**config.mk**
```make
export PLATFORM = sky130hd
export DESIGN_NAME = fsm_pw_lockout
export DESIGN_NICKNAME = d
export VERILOG_FILES = /design/src/rtl/fsm_pw_lockout.sv
export SDC_FILE = /design/constraint.sdc
export NUM_CORES = 1
export LEC_CHECK = 0
export BUFFER_PORTS_ARGS = -buffer_cell sky130_fd_sc_hd__buf_2
export CORE_ASPECT_RATIO = 1.2
export CORE_UTILIZATION = 40
export CTS_BUF_LIST = sky130_fd_sc_hd__clkbuf_8
export CTS_CLUSTER_DIAMETER = 120
export CTS_CLUSTER_SIZE = 24
export DETAILED_ROUTE_END_ITERATION = 8
export PLACE_DENSITY_LB_ADDON = 0.15
export SLEW_MARGIN = 15
export SYNTH_ARGS = -nofsm -noshare
export SYNTH_HDL_FRONTEND = slang
export SYNTH_SLANG_ARGS = --single-unit
```
**constraint.sdc**
```tcl
create_clock -name clk -period 3 [get_ports clk]
set_clock_uncertainty 0.05 [all_clocks]
set_input_delay 0.6 -clock clk [delete_from_list [all_inputs] [get_ports clk]]
set_output_delay 0.6 -clock clk [all_outputs]
set_load 0.03 [all_outputs]
```
**src/rtl/fsm_pw_lockout.sv**
```systemverilog
// rtl/fsm_pw_lockout.sv - PW_LEN-digit password checker with timeout, fail counter and timed lockout
//
// Purpose:
//   Checks a PW_LEN-digit code entered one digit per rising edge of enable_data.
//   The whole sequence is always collected before the verdict (no early reject).
//   An inactivity timeout fails a stalled entry; MAX_FAILS consecutive failures
//   lock the block for LOCK_CYCLES clocks.
//
// Ports:
//   clk          in   system clock, rising edge
//   rst_a        in   asynchronous reset, active-low
//   enable_data  in   asynchronous digit-valid level; each rising edge enters one digit
//   entrada_pw   in   digit value, quasi-static around the enable_data edge
//   pass         out  high while the code is accepted
//   fail_pulse   out  one-cycle pulse per failed attempt
//   locked       out  high while locked out
//   estado_led   out  state code: IDLE=0 ENTRY=1 PASS=2 FAIL=3 LOCKED=4
//   fail_count   out  consecutive failures so far, saturating at MAX_FAILS
//   strobe_dbg   out  internal single-cycle digit strobe

module fsm_pw_lockout #(
    parameter int                        DIGIT_W        = 4,
    parameter int                        PW_LEN         = 4,
    parameter logic [PW_LEN*DIGIT_W-1:0] PW_CODE        = 16'h6987,
    parameter int                        MAX_FAILS      = 3,
    parameter int                        LOCK_CYCLES    = 1000,
    parameter int                        TIMEOUT_CYCLES = 5000
) (
    input  logic                           clk,
    input  logic                           rst_a,
    input  logic                           enable_data,
    input  logic [DIGIT_W-1:0]             entrada_pw,
    output logic                           pass,
    output logic                           fail_pulse,
    output logic                           locked,
    output logic [2:0]                     estado_led,
    output logic [$clog2(MAX_FAILS+1)-1:0] fail_count,
    output logic                           strobe_dbg
);

    localparam int IDX_W = $clog2(PW_LEN);
    localparam int FC_W  = $clog2(MAX_FAILS + 1);
    localparam int TO_W  = (TIMEOUT_CYCLES > 1) ? $clog2(TIMEOUT_CYCLES) : 1;
    localparam int LC_W  = (LOCK_CYCLES > 1) ? $clog2(LOCK_CYCLES) : 1;

    typedef enum logic [2:0] {
        IDLE   = 3'd0,
        ENTRY  = 3'd1,
        PASS   = 3'd2,
        FAIL   = 3'd3,
        LOCKED = 3'd4
    } state_t;

    state_t             state, state_d;
    logic               s1, s2, s3;
    logic               strobe;
    logic [IDX_W-1:0]   idx, idx_d;
    logic               mismatch, mismatch_d;
    logic [TO_W-1:0]    to_cnt, to_cnt_d;
    logic [LC_W-1:0]    lock_cnt, lock_cnt_d;
    logic [FC_W-1:0]    fail_count_d;
    logic [FC_W-1:0]    fc_inc;
    logic               digit_bad;

    // Expected digits, digit 0 being the most significant (first entered).
    logic [DIGIT_W-1:0] code_digit [PW_LEN];

    for (genvar g = 0; g < PW_LEN; g++) begin : g_digits
        assign code_digit[g] = PW_CODE[(PW_LEN-1-g)*DIGIT_W +: DIGIT_W];
    end

    // s1/s2 resynchronise the button; s3 is the delayed copy for edge detection.
    assign strobe    = s2 & ~s3;
    assign digit_bad = (entrada_pw != code_digit[idx]);
    assign fc_inc    = (fail_count == FC_W'(MAX_FAILS)) ? fail_count : fail_count + 1'b1;

    always_ff @(posedge clk or negedge rst_a) begin
        if (!rst_a) begin
            state      <= IDLE;
            s1         <= 1'b0;
            s2         <= 1'b0;
            s3         <= 1'b0;
            idx        <= '0;
            mismatch   <= 1'b0;
            to_cnt     <= '0;
            lock_cnt   <= '0;
            fail_count <= '0;
        end else begin
            state      <= state_d;
            s1         <= enable_data;
            s2         <= s1;
            s3         <= s2;
            idx        <= idx_d;
            mismatch   <= mismatch_d;
            to_cnt     <= to_cnt_d;
            lock_cnt   <= lock_cnt_d;
            fail_count <= fail_count_d;
        end
    end

    always_comb begin
        state_d      = state;
        idx_d        = '0;
        mismatch_d   = 1'b0;
        to_cnt_d     = '0;
        lock_cnt_d   = '0;
        fail_count_d = fail_count;

        case (state)
            IDLE: begin
                if (strobe) begin
                    mismatch_d = (entrada_pw != code_digit[0]);
                    idx_d      = IDX_W'(1);
                    state_d    = ENTRY;
                end
            end

            ENTRY: begin
                // A strobe takes priority over a timeout expiring in the same cycle.
                if (strobe) begin
                    if (idx == IDX_W'(PW_LEN - 1)) begin
                        if (mismatch | digit_bad) begin
                            state_d = FAIL;
                        end else begin
                            state_d      = PASS;
                            fail_count_d = '0;
                        end
                    end else begin
                        idx_d      = idx + 1'b1;
                        mismatch_d = mismatch | digit_bad;
                    end
                end else if (to_cnt == TO_W'(TIMEOUT_CYCLES - 1)) begin
                    state_d = FAIL;
                end else begin
                    idx_d      = idx;
                    mismatch_d = mismatch;
                    to_cnt_d   = to_cnt + 1'b1;
                end
            end

            PASS: begin
                if (strobe && (entrada_pw != '0)) begin
                    state_d = IDLE;
                end
            end

            FAIL: begin
                fail_count_d = fc_inc;
                state_d      = (fc_inc == FC_W'(MAX_FAILS)) ? LOCKED : IDLE;
            end

            LOCKED: begin
                // Strobes are deliberately ignored here.
                if (lock_cnt == LC_W'(LOCK_CYCLES - 1)) begin
                    state_d      = IDLE;
                    fail_count_d = '0;
                end else begin
                    lock_cnt_d = lock_cnt + 1'b1;
                end
            end

            default: begin
                state_d = IDLE;
            end
        endcase
    end

    assign pass       = (state == PASS);
    assign fail_pulse = (state == FAIL);
    assign locked     = (state == LOCKED);
    assign estado_led = state;
    assign strobe_dbg = strobe;

endmodule

```
==> results of run 1 <==
[cell families (layout without fill, tap and decap cells)]
logic type               Yosys count  count (layout)  synth area share [%]
XOR/XNOR                          18              18                  9.45
adder cells (fa/ha/maj)            3               3                  2.25
flip-flops                        34              34                  51.0
buffers and inverters             12              33                  2.70
AND/OR/NAND/NOR                   75              75                  24.5
multiplexers                       1               1                 0.600
AO/OA/AOI/OAI                     21              21                  9.52
[stage by stage]
stage / power [mW] / setup slack (ns) / utilization (%) / instances
6_report: 1.29 / 0.684 / 48.2 / 239
4_1_cts: 1.31 / 0.655 / 48.2 / 239
3_3_place_gp: 0.879 / 0.795 / 45.4 / 231
3_5_place_dp: 0.891 / 0.683 / 45.4 / 231
2_1_floorplan: 0.788 / 0.869 / - / 164
5_1_grt: 1.37 / 0.545 / 48.2 / 239
[flip-flops by register name, indices dropped and copies added (netlist names)]
name and flops:
estado_led 3, fail_count 2, idx 2, lock_cnt 10, mismatch 1, s1 1, s2 1, s3 1
to_cnt 13
[worst max path at each step]
stage | startpoint | end | slack [ns]
final | idx[0]$_DFFE_PN0P_ | fail_count[1]$_DFFE_PN0P_ | 0.68
after global placement | idx[0]$_DFFE_PN0P_ | fail_count[1]$_DFFE_PN0P_ | 0.79
after global routing | idx[0]$_DFFE_PN0P_ | fail_count[1]$_DFFE_PN0P_ | 0.54
after CTS | idx[0]$_DFFE_PN0P_ | fail_count[1]$_DFFE_PN0P_ | 0.65
after detailed placement | idx[0]$_DFFE_PN0P_ | fail_count[1]$_DFFE_PN0P_ | 0.68
after floorplan | idx[0]$_DFFE_PN0P_ | fail_count[1]$_DFFE_PN0P_ | 0.87
[power by group]
group,internal [mW],switching [mW]
clock network,0.244,0.166
registers,0.505,0.0553
logic,0.107,0.210
[worst max-delay path, cell delays in order (launching register included)]
cell       delay, ns
dfrtp_1         0.42
ha_1            0.34
or4bb_1         0.56
a2111oi_2       0.49
o221ai_1        0.20
a22oi_1         0.17
[layer usage]
| layer | global-route usage [%] | vias up |
|---|---|---|
| met5 | 0 | - |
| li1 | - | 619 |
| met2 | 26.7 | 23 |
| met1 | 18.4 | 615 |
| met3 | 4.79 | 8 |
| met4 | 7.83 | 0 |
[cell type report]
cell class              instances  area [um2]
fillers                       384        2060
multi-input cells             118         773
inverters                      10        37.5
clock inverters                 3        40.0
flip-flops and latches         34         851
clock buffers                   5        68.8
repair buffers                 15        75.1
well taps                      54        67.6
[synthesized netlist by cell type, types with 2 or more instances]
| cell | count | area share [%] |
|---|---|---|
| and3_1 | 2 | 0.75 |
| nor3b_1 | 2 | 0.90 |
| or3_1 | 3 | 1.1 |
| xor2_1 | 6 | 3.1 |
| a32o_1 | 2 | 1.2 |
| nor4_1 | 4 | 1.5 |
| nand2b_1 | 2 | 0.75 |
| a21oi_1 | 2 | 0.60 |
| nor3_1 | 5 | 1.5 |
| clkbuf_1 | 2 | 0.45 |
| nand3_1 | 10 | 3.0 |
| inv_1 | 10 | 2.2 |
| dfrtp_1 | 34 | 51 |
| nand2_1 | 7 | 1.6 |
| nand4_1 | 3 | 1.1 |
| ha_1 | 3 | 2.2 |
| xnor2_1 | 12 | 6.3 |
| nor2_1 | 25 | 5.6 |
| and2_1 | 2 | 0.75 |
| o21ai_0 | 8 | 2.4 |
| or4bb_1 | 2 | 1.3 |
==> run summary, run 1 <==
share of the clock period used by the worst path after layout = 77.2%
Pleak = 0.814 nW
worst-path maximum fanout = 4
length of routed met3 wiring = 112 um
Req. time, crit path = 3.15 ns
number of cells on the worst hold path = 0
number of gates resized after cts = 0
wire length of the first global-routing pass = 5.18 mm
wire per inst = 13.1 um
path depth of the worst reg2reg path = 5
most frequent cells in the layout = dfrtp_1, nor2_1, buf_2, xnor2_1
post-synthesis net count = 174
initial antenna violation count = 0
number of primary I/O pins = 16
type of destination of the critical path = register
CTS root buffer = clkbuf_8
total cell area at the placement stage = 0.00180 mm2
Final GP Congestion = 0.847
diode count = 0
number of cells produced by synthesis = 164
via count of the first global-routing pass = 1179
finished layout cell area = 0.00191 mm2
placement row count = 25
Sinks on Clock Net = 34
Hold Fails Final Rpt = 0
Worst R2R Start = idx[0]$_DFFE_PN0P_
number of synthesized flops with an enable pin = 0
starting utilization of the core area = 42.0%
detailed router's first-iteration violation count = 81
met1 wire length = 1.29 mm
number of warnings reported in the yosys synthesis log = 0
Yosys cell types = 39
pins over their slew limit = 0
floorplan die width = 61.0 um
clock transition at the register clock pins on the worst setup and hold paths after CTS = 0.07 ns
final layout net count = 194
final-layout worst hold slack = 0.300 ns
uppermost signal routing layer after detailed routing = met4
layout cells sized above 1 = 15.7%
largest voltage drop on the vdd net = 259 uV
overall die height = 72.8 um
Area growth, synth to finish = 14.6%
shortest period the worst path allows = 2.32 ns
routed wire length on met2 = 1.65 mm
vias post-DR = 1265
total of endpoints with negative setup slack in the final report = 0
maximum level of the CTS H-tree = 2
number of nets still failing antenna checks after routing = 0
data arrival time of the worst path = 2.47 ns
power density normalized to cell area = 673 mW/mm2
most common library cell in the layout ignoring fill and taps = dfrtp_1
sum of routed wire length over all layers = 3.13 mm
TritonCTS clock tree = built
FFs w/ async S/R, synth = 100%
synthesized area = 0.00167 mm2
TritonCTS Buffers = 5
outcome = completed
Total GRT Usage = 16.0%
Clock Path Buffers = 2
die footprint = 0.00444 mm2
slew at the pin closest to its max-slew limit = 0.820 ns
clock insertion delay at the later pin of the skew report = 0.29 ns
kind of start point of the critical path = register
Post-CTS Hold Buffers = 0
summed negative setup slack over all endpoints = 0 ns
Mean Syn Cell Area = 10.2 um2
unrepaired setup endpoints after global routing = false
setup repair bufs after CTS = 0
total overflow reported by the global router = 0
count of port buffers added during placement = 15
hold-critical path endpoint = s2$_DFF_PN0_
Seq/Total Area, Yosys = 51.0%
path class of the lowest-slack min-delay path = register to register
reg-to-reg slack, setup = 0.68 ns
largest net degree at the start of global routing = 35
critical hold path startpoint = s1$_DFF_PN0_
number of storage elements in the synthesis netlist = 34
maximum operating frequency = 432 MHz
category of the most critical setup path = register to register
max-cap viol count = 0
number of remaining DRC errors = 0
final HPWL from detailed placement = 2.28 mm
capture point of the worst reg-to-reg path = fail_count[1]$_DFFE_PN0P_
slew margin rel. = 44.8%
top_reg_cell synth = dfrtp_1
via density per instance = 5.29
length of the first detailed-routing pass in iterations = 4
Core Area = 0.00397 mm2
Power figures use the tool's default switching activity.
==> run 2, diff against run 1 <==
clock period = 2.4 ns   (was 3 ns; I/O delays follow)
==> run 2 against run 1 <==
Maximum frequency up 4.8%. Routed wire length fell by 1.9%. Cell count up 0.42%. Count of clock-buffer cells in the layout rose by 1. Critical path depth did not move. Global-route usage down 0.17 points. Setup slack got worse by 0.49 ns. Flip-flop and latch count did not move. First-iteration DRC count shrank 26%. Non-clock buffer count up 1. Largest cell class unchanged. Largest power group unchanged.
==> run summary, run 2 (same netlist as run 1, synthesis figures left out) <==
delay of the slowest cell on the worst path = 0.58 ns (was 0.56 ns)
path depth of the worst reg2reg path = 5 (unchanged)
path class of the lowest-slack min-delay path = input port to asynchronous set/reset pin (was register to register)
sum of routed wire length over all layers = 3.07 mm (was 3.13 mm)
largest voltage drop on the vdd net = 387 uV (was 259 uV)
Area growth, synth to finish = 14.8% (was 14.6%)
TritonCTS Buffers = 5 (unchanged)
initial antenna violation count = 0 (unchanged)
type of destination of the critical path = register (unchanged)
detailed router's first-iteration violation count = 60 (was 81)
number of nets still failing antenna checks after routing = 0 (unchanged)
Final GP Congestion = 0.886 (was 0.847)
length of the first detailed-routing pass in iterations = 4 (unchanged)
layout cells sized above 1 = 15.6% (was 15.7%)
reg-to-reg slack, setup = 0.19 ns (was 0.68 ns)
sequential cell fraction of total power = 46.1% (was 43.5%)
summed negative setup slack over all endpoints = 0 ns (unchanged)
capture point of the worst reg-to-reg path = fail_count[1]$_DFFE_PN0P_ (unchanged)
clock insertion delay at the later pin of the skew report = 0.28 ns (was 0.29 ns)
TritonCTS clock tree = built (unchanged)
power density normalized to cell area = 794 mW/mm2 (was 673 mW/mm2)
overall die height = 72.8 um (unchanged)
count of port buffers added during placement = 15 (unchanged)
Req. time, crit path = 2.50 ns (was 3.15 ns)
data arrival time of the worst path = 2.31 ns (was 2.47 ns)
Non-Filler Instances = 240 (was 239)
Clock Path Buffers = 2 (unchanged)
die footprint = 0.00444 mm2 (unchanged)
most frequent cells in the layout = dfrtp_1, nor2_1, buf_2, xnor2_1, inv_1 (was dfrtp_1, nor2_1, buf_2, xnor2_1)
number of primary I/O pins = 16 (unchanged)
wire length of the first global-routing pass = 5.18 mm (about the same)
Pleak = 0.812 nW (was 0.814 nW)
category of the most critical setup path = register to register (unchanged)
largest register by flop count = to_cnt (unchanged)
final HPWL from detailed placement = 2.16 mm (was 2.28 mm)
total of endpoints with negative setup slack in the final report = 0 (unchanged)
wire per inst = 12.8 um (was 13.1 um)
number of remaining DRC errors = 0 (unchanged)
via count of the first global-routing pass = 1189 (was 1179)
Worst R2R Start = idx[0]$_DFFE_PN0P_ (unchanged)
unrepaired setup endpoints after global routing = false (unchanged)
number of inserted filler cells in the final layout = 384 (unchanged)
worst-path maximum fanout = 4 (unchanged)
maximum operating frequency = 453 MHz (was 432 MHz)
final layout net count = 195 (was 194)
share of the clock period used by the worst path after layout = 92.1% (was 77.2%)
count of placed standard cells including taps = 232 (was 231)
most common library cell in the layout ignoring fill and taps = dfrtp_1 (unchanged)
maximum level of the CTS H-tree = 2 (unchanged)
kind of start point of the critical path = register (unchanged)
Sw Share = 34.7% (was 33.5%)
Sinks on Clock Net = 34 (unchanged)
starting utilization of the core area = 42.0% (unchanged)
slowest library cell on the worst path = or4bb_1 (unchanged)
Core Area = 0.00397 mm2 (unchanged)
pins over their slew limit = 0 (unchanged)
power share of the clock group = 27.6% (was 31.9%)
slew at the pin closest to its max-slew limit = 0.734 ns (was 0.820 ns)
Comb power frac = 26.3% (was 24.6%)
slew margin rel. = 51.0% (was 44.8%)
outcome = completed (unchanged)
max-cap viol count = 0 (unchanged)
Largest register FFs = 13 (unchanged)
clock transition at the register clock pins on the worst setup and hold paths after CTS = 0.07 ns (about the same)
diode count = 0 (unchanged)
switching power of the nets = 0.528 mW (was 0.431 mW)
via density per instance = 5.16 (was 5.29)
Int Pwr = 0.994 mW (was 0.856 mW)
Total GRT Usage = 15.9% (was 16.0%)
CTS root buffer = clkbuf_8 (unchanged)
Hold Fails Final Rpt = 0 (unchanged)
vias post-DR = 1238 (was 1265)
total overflow reported by the global router = 0 (unchanged)
chain of cells forming the critical path = ha_1 -> or4bb_1 -> a2111oi_4 -> o22a_1 -> a22oi_1 (was ha_1 -> or4bb_1 -> a2111oi_2 -> o221ai_1 -> a22oi_1)
shortest period the worst path allows = 2.21 ns (was 2.32 ns)
floorplan die width = 61.0 um (unchanged)
largest net degree at the start of global routing = 35 (unchanged)
placement row count = 25 (unchanged)
==> run 2: layer usage <==
| metal | wire (um) | vias up | global-route usage, % |
|---|---|---|---|
| li1 | - | 622 | - |
| met1 | 1390 | 597 | 19.3 |
| met2 | 1560 | 15 | 25.9 |
| met3 | 85 | 4 | 4.26 |
| met4 | 36 | 0 | 7.32 |
| met5 | 0 | - | 0 |
==> run 2: critical path: cells and delay by family, from the launching register on <==
kind / cells / cell delay, ns
compound gates: 3 / 0.68
fa+ha+maj: 1 / 0.34
flops: 1 / 0.42
simple gates: 1 / 0.58
==> run 2: worst max-delay path by stage <==
| stage | startpoint | to | slack [ns] | cells past startpoint |
|---|---|---|---|---|
| final | idx[0]$_DFFE_PN0P_ | fail_count[1]$_DFFE_PN0P_ | 0.19 | 5 |
| after global routing | idx[0]$_DFFE_PN0P_ | fail_count[1]$_DFFE_PN0P_ | 0.02 | 5 |
| after CTS | idx[0]$_DFFE_PN0P_ | fail_count[1]$_DFFE_PN0P_ | 0.09 | 5 |
| after detailed placement | idx[0]$_DFFE_PN0P_ | fail_count[1]$_DFFE_PN0P_ | 0.12 | 5 |
| after global placement | idx[0]$_DFFE_PN0P_ | fail_count[1]$_DFFE_PN0P_ | 0.19 | 5 |
| after floorplan | idx[0]$_DFFE_PN0P_ | fail_count[1]$_DFFE_PN0P_ | 0.27 | 5 |
==> run 2: per-stage QoR <==
step | hold WS (ns) | utilization (%) | area (um2) | worst slack, ns | power (mW)
2_1_floorplan | 0.134 | - | 1670 | 0.269 | 0.985
3_3_place_gp | 0.285 | 45.6 | 1810 | 0.195 | 1.10
3_5_place_dp | 0.293 | 45.6 | 1810 | 0.117 | 1.11
4_1_cts | 0.236 | 47.9 | 1900 | 0.0927 | 1.54
5_1_grt | 0.242 | 48.2 | 1920 | 0.0158 | 1.63
6_report | 0.210 | 48.2 | 1920 | 0.190 | 1.52
==> run 2: power by group through the flow <==
stage / sequential (mW) / combinational (mW) / clock [mW]
6_report: 0.701 / 0.400 / 0.420
5_1_grt: 0.714 / 0.448 / 0.463
4_1_cts: 0.701 / 0.400 / 0.439
3_3_place_gp: 0.707 / 0.395 / 0
2_1_floorplan: 0.743 / 0.242 / 0
3_5_place_dp: 0.712 / 0.399 / 0
==> run 2: area by class of cell <==
class	instances	area, um2	area share, %
multi-input combinational	118	786	41.0
clock buffer	6	82.6	4.31
tap	54	67.6	3.53
inverter	10	37.5	1.96
timing repair buffer	16	82.6	4.31
clock inverter	2	8.76	0.457
sequential	34	851	44.4
==> run 2: timing repair <==
action,in CTS,in global routing
hold buffers,0,0
setup buffers,0,0
setup endpoints to repair,0,2
resized for setup,0,1
hold endpoints to repair,0,0
==> run 3, diff against run 2 <==
ABC_AREA = 1   (was unset)
clock period = 2.7 ns   (was 2.4 ns; I/O delays follow)
==> run 3 against run 2 <==
Routed wire length rose by 10%. Global-route usage rose by 0.44 points. Clock power fell by 12%. Setup slack improved by 0.55 ns. Sequential power fell by 12%. Count of clock-buffer cells in the layout did not move. Non-clock buffer count fell by 1. First-iteration DRC count rose by 30%.
==> run summary, run 3 <==
number of gates resized after cts = 0 (unchanged)
Total GRT Usage = 16.3% (was 15.9%)
Yosys cell types = 23 (was 39)
clock transition at the register clock pins on the worst setup and hold paths after CTS = 0.07 ns (about the same)
category of the most critical setup path = register to output pin (was register to register)
vias post-DR = 1502 (was 1238)
starting utilization of the core area = 42.6% (was 42.0%)
total buffers and inverters traversed by the critical path = 2 (was 0)
delay of the slowest cell on the worst path = 0.44 ns (was 0.58 ns)
most common library cell in the layout ignoring fill and taps = nand2_1 (was dfrtp_1)
Largest register FFs = 13 (unchanged)
reg-to-reg slack, setup = 1.12 ns (was 0.19 ns)
Core Area = 0.00433 mm2 (was 0.00397 mm2)
Clock Path Buffers = 2 (unchanged)
TritonCTS Buffers = 5 (unchanged)
total overflow reported by the global router = 0 (unchanged)
length of the first detailed-routing pass in iterations = 4 (unchanged)
die footprint = 0.00489 mm2 (was 0.00444 mm2)
number of primary I/O pins = 16 (unchanged)
CP Capture Point = fail_pulse (was fail_count[1]$_DFFE_PN0P_)
Worst R2R Start = to_cnt[0]$_DFF_PN0_ (was idx[0]$_DFFE_PN0P_)
capture point of the worst reg-to-reg path = to_cnt[12]$_DFF_PN0_ (was fail_count[1]$_DFFE_PN0P_)
area share of the largest cell type after synthesis = 46.1% (was 51.0%)
slew at the pin closest to its max-slew limit = 0.748 ns (was 0.734 ns)
overall die height = 76.4 um (was 72.8 um)
max-cap viol count = 0 (unchanged)
path depth of the worst reg2reg path = 6 (was 5)
Mean Syn Cell Area = 7.53 um2 (was 10.2 um2)
unrepaired setup endpoints after global routing = false (unchanged)
largest register by flop count = to_cnt (unchanged)
top_reg_cell synth = dfrtp_1 (unchanged)
number of remaining DRC errors = 0 (unchanged)
count of port buffers added during placement = 15 (unchanged)
wire length of the first global-routing pass = 6.13 mm (was 5.18 mm)
maximum operating frequency = 511 MHz
setup repair bufs after CTS = 0 (unchanged)
initial antenna violation count = 0 (unchanged)
first element of the critical path = estado_led[0]$_DFFE_PN0P_ (was idx[0]$_DFFE_PN0P_)
detailed router's first-iteration violation count = 78 (was 60)
Post-CTS Hold Buffers = 0 (unchanged)
FFs w/ async S/R, synth = 100% (unchanged)
layout cells sized above 1 = 15.8% (was 15.6%)
via density per instance = 4.66 (was 5.16)
most frequent cells in the layout = nand2_1, nor2_1, inv_1, dfrtp_1, buf_2 (was dfrtp_1, nor2_1, buf_2, xnor2_1, inv_1)
power density normalized to cell area = 750 mW/mm2 (was 794 mW/mm2)
Req. time, crit path = 2.11 ns (was 2.50 ns)
Final GP Congestion = 0.783 (was 0.886)
Seq/Total Area, Yosys = 46.1% (was 51.0%)
clock insertion delay at the later pin of the skew report = 0.28 ns (about the same)
path class of the lowest-slack min-delay path = input port to asynchronous set/reset pin (unchanged)
leading cell types by total area after synthesis = dfrtp_1, nand2_1, nor2_1 (was dfrtp_1, xnor2_1, nor2_1)
number of warnings reported in the yosys synthesis log = 0 (unchanged)
most frequent cell after synthesis = nand2_1 (was dfrtp_1)
largest net degree at the start of global routing = 35 (unchanged)
largest voltage drop on the vdd net = 429 uV (was 387 uV)
top cell types by occurrence after synthesis = nand2_1, nor2_1, inv_1, dfrtp_1, nand3_1 (was dfrtp_1, nor2_1, xnor2_1, inv_1, nand3_1)
depth of the critical timing path with buffers and inverters included = 3 (was 5)
number of nets still failing antenna checks after routing = 0 (unchanged)
dominant cell type by area after synthesis = dfrtp_1 (unchanged)
data arrival time of the worst path = 1.37 ns (was 2.31 ns)
slew margin rel. = 50.1% (was 51.0%)
shortest period the worst path allows = 1.96 ns
sum of routed wire length over all layers = 3.39 mm (was 3.07 mm)
final HPWL from detailed placement = 2.58 mm (was 2.16 mm)
Pleak = 1.03 nW (was 0.812 nW)
TritonCTS clock tree = built (unchanged)
worst-path maximum fanout = 6 (was 4)
wire per inst = 10.5 um (was 12.8 um)
pins over their slew limit = 0 (unchanged)
kind of start point of the critical path = register (unchanged)
CTS root buffer = clkbuf_8 (unchanged)
Area growth, synth to finish = 12.3% (was 14.8%)
maximum level of the CTS H-tree = 2 (unchanged)
floorplan die width = 64.0 um (was 61.0 um)
number of storage elements in the synthesis netlist = 34 (unchanged)
finished layout cell area = 0.00207 mm2 (was 0.00192 mm2)
slowest library cell on the worst path = dfrtp_1 (was or4bb_1)
via count of the first global-routing pass = 1473 (was 1189)
chain of cells forming the critical path = inv_2 -> nor3_1 -> buf_2 (was ha_1 -> or4bb_1 -> a2111oi_4 -> o22a_1 -> a22oi_1)
summed negative setup slack over all endpoints = 0 ns (unchanged)
number of synthesized flops with an enable pin = 0 (unchanged)
final layout net count = 277 (was 195)
synthesized area = 0.00184 mm2 (was 0.00167 mm2)
diode count = 0 (unchanged)
placement row count = 26 (was 25)
post-synthesis net count = 255 (was 174)
Sinks on Clock Net = 34 (unchanged)
total cell area at the placement stage = 0.00199 mm2 (was 0.00181 mm2)
Hold Fails Final Rpt = 0 (unchanged)
share of the clock period used by the worst path after layout = 72.5%
type of destination of the critical path = output pin (was register)
number of cells produced by synthesis = 245 (was 164)
outcome = completed (unchanged)
delay-heaviest family, CP = flip-flops (was compound AO/OA/AOI/OAI gates)
total of endpoints with negative setup slack in the final report = 0 (unchanged)
run 3: kinds of logic (layout without fill, tap and decap cells):
family,count (synthesis),in the layout,synth area share [%]
compound gates,23,23,6.99
xor+xnor,4,4,1.90
fa+ha+maj,3,3,2.04
buf+inv,42,63,8.82
flops,34,34,46.1
simple gates,139,139,34.1
run 3: how the worst min path moves through the flow:
| stage | cells past startpoint | from | to |
|---|---|---|---|
| global route | 1 | enable_data | s1$_DFF_PN0_ |
| finish | 1 | rst_a | to_cnt[3]$_DFF_PN0_ |
| detailed placement | 0 | s1$_DFF_PN0_ | s2$_DFF_PN0_ |
| global placement | 0 | s1$_DFF_PN0_ | s2$_DFF_PN0_ |
| CTS | 1 | enable_data | s1$_DFF_PN0_ |
| floorplan | 0 | rst_a | estado_led[0]$_DFFE_PN0P_ |
run 3: metrics by stage:
step	total power, mW	cells	utilization [%]	hold slack [ns]	worst slack, ns
5_1_grt	1.68	322	47.9	0.299	0.593
3_5_place_dp	1.20	316	46.0	0.286	1.05
2_1_floorplan	1.06	245	-	0.194	0.638
4_1_cts	1.58	322	47.9	0.303	0.733
3_3_place_gp	1.20	316	46.0	0.284	1.10
6_report	1.55	322	47.9	0.272	0.741
run 3: final cells by class:
cell class | instances | area [um2]
fillers | 451 | 2250
well taps | 56 | 70.1
flip-flops and latches | 34 | 851
clock buffers | 6 | 82.6
multi-input cells | 169 | 831
inverters | 42 | 163
repair buffers | 15 | 75.1
run 3: layer usage:
layer  up-vias  global-route usage, %  wire length (um)
met1       668                   18.3              1540
met5         -                      0                 0
met2        25                   28.5              1670
met4         0                   6.14                52
li1        802                      -                 -
met3         7                   4.94               131
run 3: where the power goes:
| group | total (mW) | internal (mW) | leakage (nW) | switching (mW) |
|---|---|---|---|---|
| sequential | 0.619 | 0.567 | 0.460 | 0.0518 |
| clock | 0.370 | 0.197 | 0.0431 | 0.173 |
| combinational | 0.564 | 0.171 | 0.529 | 0.393 |
